[config.mk]
export PLATFORM = sky130hd
export DESIGN_NAME = bcd_digit_extractor
export DESIGN_NICKNAME = d
export VERILOG_FILES = /design/src/rtl/bcd_digit_extractor_pkg.sv /design/src/rtl/bcd_digit_extractor_const_div.sv /design/src/rtl/bcd_digit_extractor.sv
export SDC_FILE = /design/constraint.sdc
export NUM_CORES = 1
export LEC_CHECK = 0
export CAP_MARGIN = 40
export CORE_MARGIN = 2
export CORE_UTILIZATION = 56
export CTS_CLUSTER_SIZE = 30
export DETAILED_ROUTE_END_ITERATION = 10
export GPL_TIMING_DRIVEN = 0
export PLACE_DENSITY = 0.82
export SETUP_SLACK_MARGIN = 0.02
export SLEW_MARGIN = 10
export SYNTH_ARGS = -nofsm -noshare
export SYNTH_HDL_FRONTEND = slang
export SYNTH_HIERARCHICAL = 1
export SYNTH_SLANG_ARGS = --single-unit
[constraint.sdc]
create_clock -name clk -period 10.2 [get_ports clk]
set_clock_uncertainty 0.05 [all_clocks]
set_input_delay 2.55 -clock clk [delete_from_list [all_inputs] [get_ports clk]]
set_output_delay 2.55 -clock clk [all_outputs]
set_load 0.05 [all_outputs]
[src/rtl/bcd_digit_extractor_pkg.sv]
// Shared types and helpers for the binary-to-BCD digit extractor.
package bcd_digit_extractor_pkg;

  typedef enum logic [1:0] {
    ST_IDLE   = 2'd0,
    ST_DIVIDE = 2'd1,
    ST_EMIT   = 2'd2
  } state_e;

  typedef logic [3:0] bcd_t;

  // ceil(width * log10(2)) using a fixed-point approximation of log10(2)
  function automatic int bcd_digits(input int width);
    return (width * 30103 + 99999) / 100000;
  endfunction

endpackage

[src/rtl/bcd_digit_extractor_const_div.sv]
// Approximate divide by a constant via reciprocal multiply; also returns q'*DIVISOR
// so the caller can form and correct the remainder.
module const_div #(
  parameter int WIDTH       = 16,
  parameter int DIVISOR     = 10,
  parameter int MUL_CONST   = 6554,
  parameter int SHIFT_CONST = 16
) (
  input  logic [WIDTH-1:0] dividend_i,
  output logic [WIDTH-1:0] quot_o,
  output logic [WIDTH+3:0] prod_o
);

  localparam int PW = WIDTH + $clog2(MUL_CONST + 1);
  localparam int RW = WIDTH + 4;

  logic [PW-1:0] mult;

  assign mult   = PW'(dividend_i) * PW'(MUL_CONST);
  assign quot_o = WIDTH'(mult >> SHIFT_CONST);
  // q' may overshoot by one, so q'*DIVISOR can exceed WIDTH bits
  assign prod_o = RW'(quot_o) * RW'(DIVISOR);

endmodule

[src/rtl/bcd_digit_extractor.sv]
// Serial binary-to-BCD converter: repeated divide-by-10 into digit slots, then
// streams the digits most significant first over a valid/ready handshake.
module bcd_digit_extractor
  import bcd_digit_extractor_pkg::*;
#(
  parameter int WIDTH       = 16,
  parameter int DIVISOR     = 10,
  parameter int MUL_CONST   = 6554,
  parameter int SHIFT_CONST = 16,
  parameter int DIGITS      = bcd_digits(WIDTH)
) (
  input  logic             clk,
  input  logic             rst_n,
  input  logic             in_valid,
  output logic             in_ready,
  input  logic [WIDTH-1:0] in_bin,
  output logic             out_valid,
  input  logic             out_ready,
  output logic [3:0]       out_digit,
  output logic             out_last,
  output logic             busy
);

  localparam int RW = WIDTH + 4;
  localparam int CW = $clog2(DIGITS + 1);
  localparam logic signed [RW-1:0] DIV_S = RW'(DIVISOR);

  state_e           state_q;
  logic [WIDTH-1:0] work_q;
  logic [CW-1:0]    cnt_q;
  bcd_t             digit_q [DIGITS];
  logic             out_valid_q;
  bcd_t             out_digit_q;
  logic             out_last_q;

  logic [WIDTH-1:0]     quot_approx;
  logic [RW-1:0]        quot_prod;
  logic signed [RW-1:0] rem_raw;
  logic [WIDTH-1:0]     quot_d;
  bcd_t                 digit_d;
  logic [CW-1:0]        cnt_prev;

  const_div #(
    .WIDTH      (WIDTH),
    .DIVISOR    (DIVISOR),
    .MUL_CONST  (MUL_CONST),
    .SHIFT_CONST(SHIFT_CONST)
  ) u_const_div (
    .dividend_i(work_q),
    .quot_o    (quot_approx),
    .prod_o    (quot_prod)
  );

  // Fix the reciprocal estimate by one step in either direction
  always_comb begin
    rem_raw = $signed({4'b0000, work_q}) - $signed(quot_prod);
    quot_d  = quot_approx;
    digit_d = bcd_t'(rem_raw);
    if (rem_raw < 0) begin
      quot_d  = quot_approx - WIDTH'(1);
      digit_d = bcd_t'(rem_raw + DIV_S);
    end else if (rem_raw >= DIV_S) begin
      quot_d  = quot_approx + WIDTH'(1);
      digit_d = bcd_t'(rem_raw - DIV_S);
    end
  end

  assign cnt_prev = cnt_q - CW'(1);

  // cnt_q indexes the slot being written in DIVIDE and the slot on display in EMIT
  always_ff @(posedge clk or negedge rst_n) begin
    if (!rst_n) begin
      state_q     <= ST_IDLE;
      work_q      <= '0;
      cnt_q       <= '0;
      out_valid_q <= 1'b0;
      out_digit_q <= '0;
      out_last_q  <= 1'b0;
      for (int i = 0; i < DIGITS; i++) digit_q[i] <= '0;
    end else begin
      case (state_q)
        ST_IDLE: begin
          if (in_valid) begin
            work_q  <= in_bin;
            cnt_q   <= '0;
            state_q <= ST_DIVIDE;
          end
        end
        ST_DIVIDE: begin
          digit_q[cnt_q] <= digit_d;
          work_q         <= quot_d;
          if (quot_d == '0 || cnt_q == CW'(DIGITS - 1)) begin
            state_q     <= ST_EMIT;
            out_valid_q <= 1'b1;
            out_digit_q <= digit_d;
            out_last_q  <= (cnt_q == '0);
          end else begin
            cnt_q <= cnt_q + CW'(1);
          end
        end
        ST_EMIT: begin
          if (out_ready) begin
            if (out_last_q) begin
              state_q     <= ST_IDLE;
              out_valid_q <= 1'b0;
              out_last_q  <= 1'b0;
              out_digit_q <= '0;
            end else begin
              cnt_q       <= cnt_prev;
              out_digit_q <= digit_q[cnt_prev];
              out_last_q  <= (cnt_prev == '0);
            end
          end
        end
        default: state_q <= ST_IDLE;
      endcase
    end
  end

  assign in_ready  = (state_q == ST_IDLE);
  assign busy      = (state_q != ST_IDLE);
  assign out_valid = out_valid_q;
  assign out_digit = out_digit_q;
  assign out_last  = out_last_q;

endmodule

==> results.cfg, run 1 <==
[run_status]
outcome = finished, violations left
violations = negative setup slack

[clock_network]
htreeDepth = 2
clk_pin_slew_worst_paths_ps = 70
cts_tree = yes
clk-insertion-delay-late_ps = 290
root_buffer = clkbuf_16
cts_buffers = 5
clk_path_buf_depth = 2
cts_sinks = 47
ctsHoldBuffers = 0

[timing]
whs_ps = 425
maxSlewViolCount = 0
finalCritPeriodShare = 1.01
setup_violations = 6
layout_setup_ws_ps = -55.7
hold_viol = 0
relSlewSlack = 0.441
fmax_mhz = 97.5
worstMarginPinSlew_ps = 831
min_period_ps = 10260
rsz0062_at_grt = true

[placement]
io_buffers = 27
gp_congestion = 0.968
placed_cell_area_um2 = 9280
dpl.cell_count = 1241
dp_hpwl_um = 17200

[logic_synthesis]
synth_common_cells = inv_1 (158), ha_1 (153), nand2_1 (88)
yosys_most_used_dff = dfrtp_1
yosysMostFrequentCell = inv_1
synth_top_area_share = 0.220
yosysUniqueCellTypes = 90
netlist_area_um2 = 8710
synth_area_leaders = ha_1 (22%), dfrtp_1 (13%), fa_1 (13%)
synthArstFlopShare = 1.00
synth_largest_area_cell = ha_1
synth_cells = 1018
ys_seq_area_frac = 0.135
synth_area_per_cell_um2 = 8.56
synth-edff-count = 0
ys_seq_elements = 47
ys_warn_count = 6

[finish]
final_cells = 1307
drive_above_1_share = 0.222
nFillCells = 1075
syn_to_final_growth_pct = 24.5
nets = 1349
final_area_um2 = 10800
final_core_util = 0.714
antenna_cells = 0

[floorplan]
io_pins = 28
initial_core_util = 0.573
rows = 45
die_area_um2 = 16600
fp.dieH_um = 129
die_w_um = 129
core_um2 = 15200

[worst_setup_path]
crit_type = flop to flop
slowest_delay_ps = 560
critPathMaxFanout = 10
endpoint_kind = flop
critPathLaunchType = flop
crit_slowest_cell = or4_4
crit_arrival_ps = 10380
crit_required_ps = 10320
cpMostUsedCell = ha_4

[detailed_routing]
vias_per_cell = 6.12
drc = 0
vias = 8002
wl_per_cell_um = 19.3
drtPass1Iterations = 6
drt-total-wl_um = 25200
drt-initial-drc-count = 753
antenna_left = 0

[global_routing]
grt.total_usage = 0.287
antenna_found_initial = 0
grt_max_degree = 34
grt_overflow = 0
grt_pass1_vias = 7667
grt_pass1_wl_um = 38000

[min_path]
hold_class = flop to flop

[run]
cap_violations = 0
-- registers in the layout (all words and copies together), names as in the netlist --
signal / cells
out_valid: 1
cnt_q: 3
state_q: 2
out_digit: 4
out_last: 1
digit_q: 20
work_q: 16
-- metrics by stage --
stage	setup WS (ps)	setup TNS, ps
2_1_floorplan	22.1	0
3_5_place_dp	-1320	-22770
3_3_place_gp	-1380	-25190
6_report	-55.7	-224
5_1_grt	-417	-3290
4_1_cts	20.1	0
-- logic make-up (layout without fill, tap and decap cells) --
group,Yosys count,after routing,synth area share
xor+xnor,52,52,0.0531
fa+ha+maj,212,212,0.354
simple gates,266,266,0.154
compound gates,217,217,0.173
mux,27,27,0.0376
other cells,1,7,0.000430
buf+inv,196,291,0.0923
flops,47,47,0.135
-- worst max-delay path: cells and delay by family, from the launching register on --
kind	cells	cell delay, ps
xor+xnor	4	560
mux	1	120
buf+inv	11	1440
flops	1	440
simple gates	12	2070
compound gates	12	2380
fa+ha+maj	9	3040
-- path summary, 6_finish.rpt --
check                       startpoint          end  slack, ps  cells after the start
min reg2reg                digit_q[17]  digit_q[17]        430                      2
min in group asynchronous        rst_n   digit_q[3]       2120                      1
max reg2reg                  work_q[1]     cnt_q[1]        -60                     49
min                        digit_q[17]  digit_q[17]        430                      2
max in group asynchronous        rst_n    work_q[7]       7480                      2
max                          work_q[1]     cnt_q[1]        -60                     49
-- placed cells by master, fill, tap and decap left out, types with 32 or more instances in the layout --
| cell | synthesis | routed |
|---|---|---|
| inv_1 | 158 | 151 |
| ha_1 | 153 | 126 |
| nand2_1 | 88 | 86 |
| buf_4 | 11 | 66 |
| fa_1 | 58 | 55 |
| o21ai_0 | 58 | 52 |
| nor2_1 | 54 | 47 |
| dfrtp_1 | 47 | 34 |
| a21oi_1 | 41 | 32 |
-- layout make-up --
cell class	count	area, µm²	area share
plain buffers	34	225	0.0208
clock buffers	5	125	0.0115
clock inverters	3	27.5	0.00254
inverters	160	603	0.0556
multi-input cells	781	7680	0.708
flip-flops and latches	47	1190	0.110
well taps	188	235	0.0217
repair buffers	89	759	0.0700
-- per-layer routing --
metal	track usage	share of wire
met1	0.352	0.38
met5	0	0
met3	0.0432	0.071
met4	0.0812	0.040
met2	0.522	0.51
-- what timing repair did --
item	CTS	global route
gates resized for setup	79	104
pin swaps	32	75
setup endpoints to repair	42	27
buffers inserted	38	22
cloned	0	1
Power of run 1 is left out: the tool's default activity adds up to more than one toggle a clock period on the data nets, which glitch-free logic cannot reach.
==> run 2, diff against run 1 <==
--- a/config.mk
+++ b/config.mk
@@ -10,8 +10,9 @@
 export CORE_UTILIZATION = 56
 export CTS_CLUSTER_SIZE = 30
 export DETAILED_ROUTE_END_ITERATION = 10
+export DONT_BUFFER_PORTS = 1
 export GPL_TIMING_DRIVEN = 0
-export PLACE_DENSITY = 0.82
+export PLACE_DENSITY = 0.79
 export SETUP_SLACK_MARGIN = 0.02
 export SLEW_MARGIN = 10
 export SYNTH_ARGS = -nofsm -noshare
==> run 2 against run 1 <==
  * The flow still finishes with violations (negative setup slack)
  * Hold slack better by 7.0 ps
  * Non-clock buffer count shrank 22
  * Maximum frequency shrank 0.34%
  * Core utilization fell by 3.1 points
  * Global-route usage decreased by 0.92 points
  * Count of clock-buffer cells in the layout unchanged
  * Final area decreased by 4.3%
  * Via count rose by 0.21%
  * Routed wire length grew 2.3%
  * First-iteration DRC count fell by 8.1%
  * Sequential share of layout area is 0.50 points higher
  * Critical path depth fell by 3
  * Critical path type unchanged
==> results.cfg, run 2 (synthesis gave the netlist of run 1 again) <==
[detailed_routing]
drtPass1Iterations = 6
vias_per_cell = 6.24
vias = 8019
antenna_left = 0
wl_per_cell_um = 20.0
drt-total-wl_um = 25800
drt-initial-drc-count = 692
drc = 0

[run_status]
outcome = finished, violations left
violations = negative setup slack

[worst_setup_path]
crit_slowest_cell = fa_1
crit_type = flop to flop
critPathLaunchType = flop
critPathMaxFanout = 10
crit_arrival_ps = 10410
endpoint_kind = flop
slowest_delay_ps = 530
crit_required_ps = 10320

[clock_network]
htreeDepth = 2
cts_buffers = 5
cts_tree = yes
cts_sinks = 47
ctsHoldBuffers = 0
root_buffer = clkbuf_16
clk_path_buf_depth = 2
clk-insertion-delay-late_ps = 290
clk_pin_slew_worst_paths_ps = 70

[floorplan]
rows = 45
core_um2 = 15200
initial_core_util = 0.573
die_w_um = 129
io_pins = 28
fp.dieH_um = 129
die_area_um2 = 16600

[finish]
drive_above_1_share = 0.222
final_common_cell = inv_1
regMostFlops = digit_q
final_area_um2 = 10400
final_cell_mix = inv_1 (146), ha_1 (126), nand2_1 (86)
largest_register_ffs = 20
nets = 1327
antenna_cells = 0
nFillCells = 1091
syn_to_final_growth_pct = 19.1

[timing]
setup_violations = 6
hold_viol = 0
layout_setup_ws_ps = -90.9
worstMarginPinSlew_ps = 778
maxSlewViolCount = 0
relSlewSlack = 0.481
fmax_mhz = 97.2
finalCritPeriodShare = 1.01
rsz0062_at_grt = true
min_period_ps = 10290

[global_routing]
grt_pass1_vias = 7547
grt.total_usage = 0.277
grt_pass1_wl_um = 36900
grt_max_degree = 48
grt_overflow = 0
antenna_found_initial = 0

[min_path]
hold_class = flop to flop

[placement]
dp_hpwl_um = 17300
placed_cell_area_um2 = 9000
gp_congestion = 0.944
io_buffers = 0

[run]
cap_violations = 0
## run 2: cell count changes in the layout (fill, tap and decap cells not counted), moves of 3 or more
cell | before | now
buf_4 | 66 | 76
mux2_4 | 5 | 2
clkdlybuf4s50_1 | 26 | 0
a21oi_2 | 11 | 8
xor2_2 | 3 | 6
a21oi_1 | 32 | 35
inv_1 | 151 | 146
inv_2 | 7 | 12
## run 2: cell type report
type / count / area, µm² / area share
Sequential cell: 47 / 1190 / 0.115
Multi-Input combinational cell: 781 / 7420 / 0.715
Timing Repair Buffer: 67 / 508 / 0.0490
Tap cell: 188 / 235 / 0.0227
Clock buffer: 5 / 125 / 0.0121
Inverter: 160 / 603 / 0.0581
Clock inverter: 3 / 67.6 / 0.00651
Buffer: 34 / 221 / 0.0213
## run 2: critical path, delay by kind of cell (launching register included)
family	cells	cell delay, ps
xor+xnor	4	680
compound gates	12	2150
fa+ha+maj	9	2960
mux	1	370
flops	1	470
buf+inv	9	1150
simple gates	11	2330
## run 2: worst paths after layout
kind	startpoint	endpoint	slack [ps]	cells past startpoint
worst max-delay path	work_q[1]	out_digit[3]	-90	46
min in group asynchronous	rst_n	digit_q[6]	1900	0
max in group asynchronous	rst_n	work_q[4]	8100	0
worst max register to register	work_q[1]	out_digit[3]	-90	46
worst min-delay path	digit_q[18]	digit_q[18]	430	2
worst min register to register	digit_q[18]	digit_q[18]	430	2
## run 2: metal layers
layer / vias up / part of all wire / wire, µm / GRT usage
met5: - / 0 / 0 / 0
met4: 0 / 0.047 / 1220 / 0.0972
met3: 97 / 0.070 / 1810 / 0.0291
met2: 409 / 0.51 / 13100 / 0.496
met1: 3844 / 0.37 / 9620 / 0.348
li1: 3669 / - / - / -
## run 2: timing repair
item,in CTS,in global routing
setup buffers,34,30
pin swaps,27,55
cloned,0,1
gates resized for setup,67,80
hold endpoints to repair,0,0
setup endpoints to repair,42,19
## run 2: metrics by stage
stage / setup WS (ps) / hold slack (ps) / cells / setup TNS (ps) / utilization
detailed placement: -1390 / 416 / 1214 / -25810 / 0.592
floorplan: 22.1 / 392 / 1024 / 0 / -
CTS: 23.7 / 431 / 1255 / 0 / 0.642
global route: -434 / 460 / 1285 / -3580 / 0.683
finish: -90.9 / 432 / 1285 / -364 / 0.683
global placement: -1530 / 404 / 1212 / -31370 / 0.591
Power of run 2 is left out for the same reason.
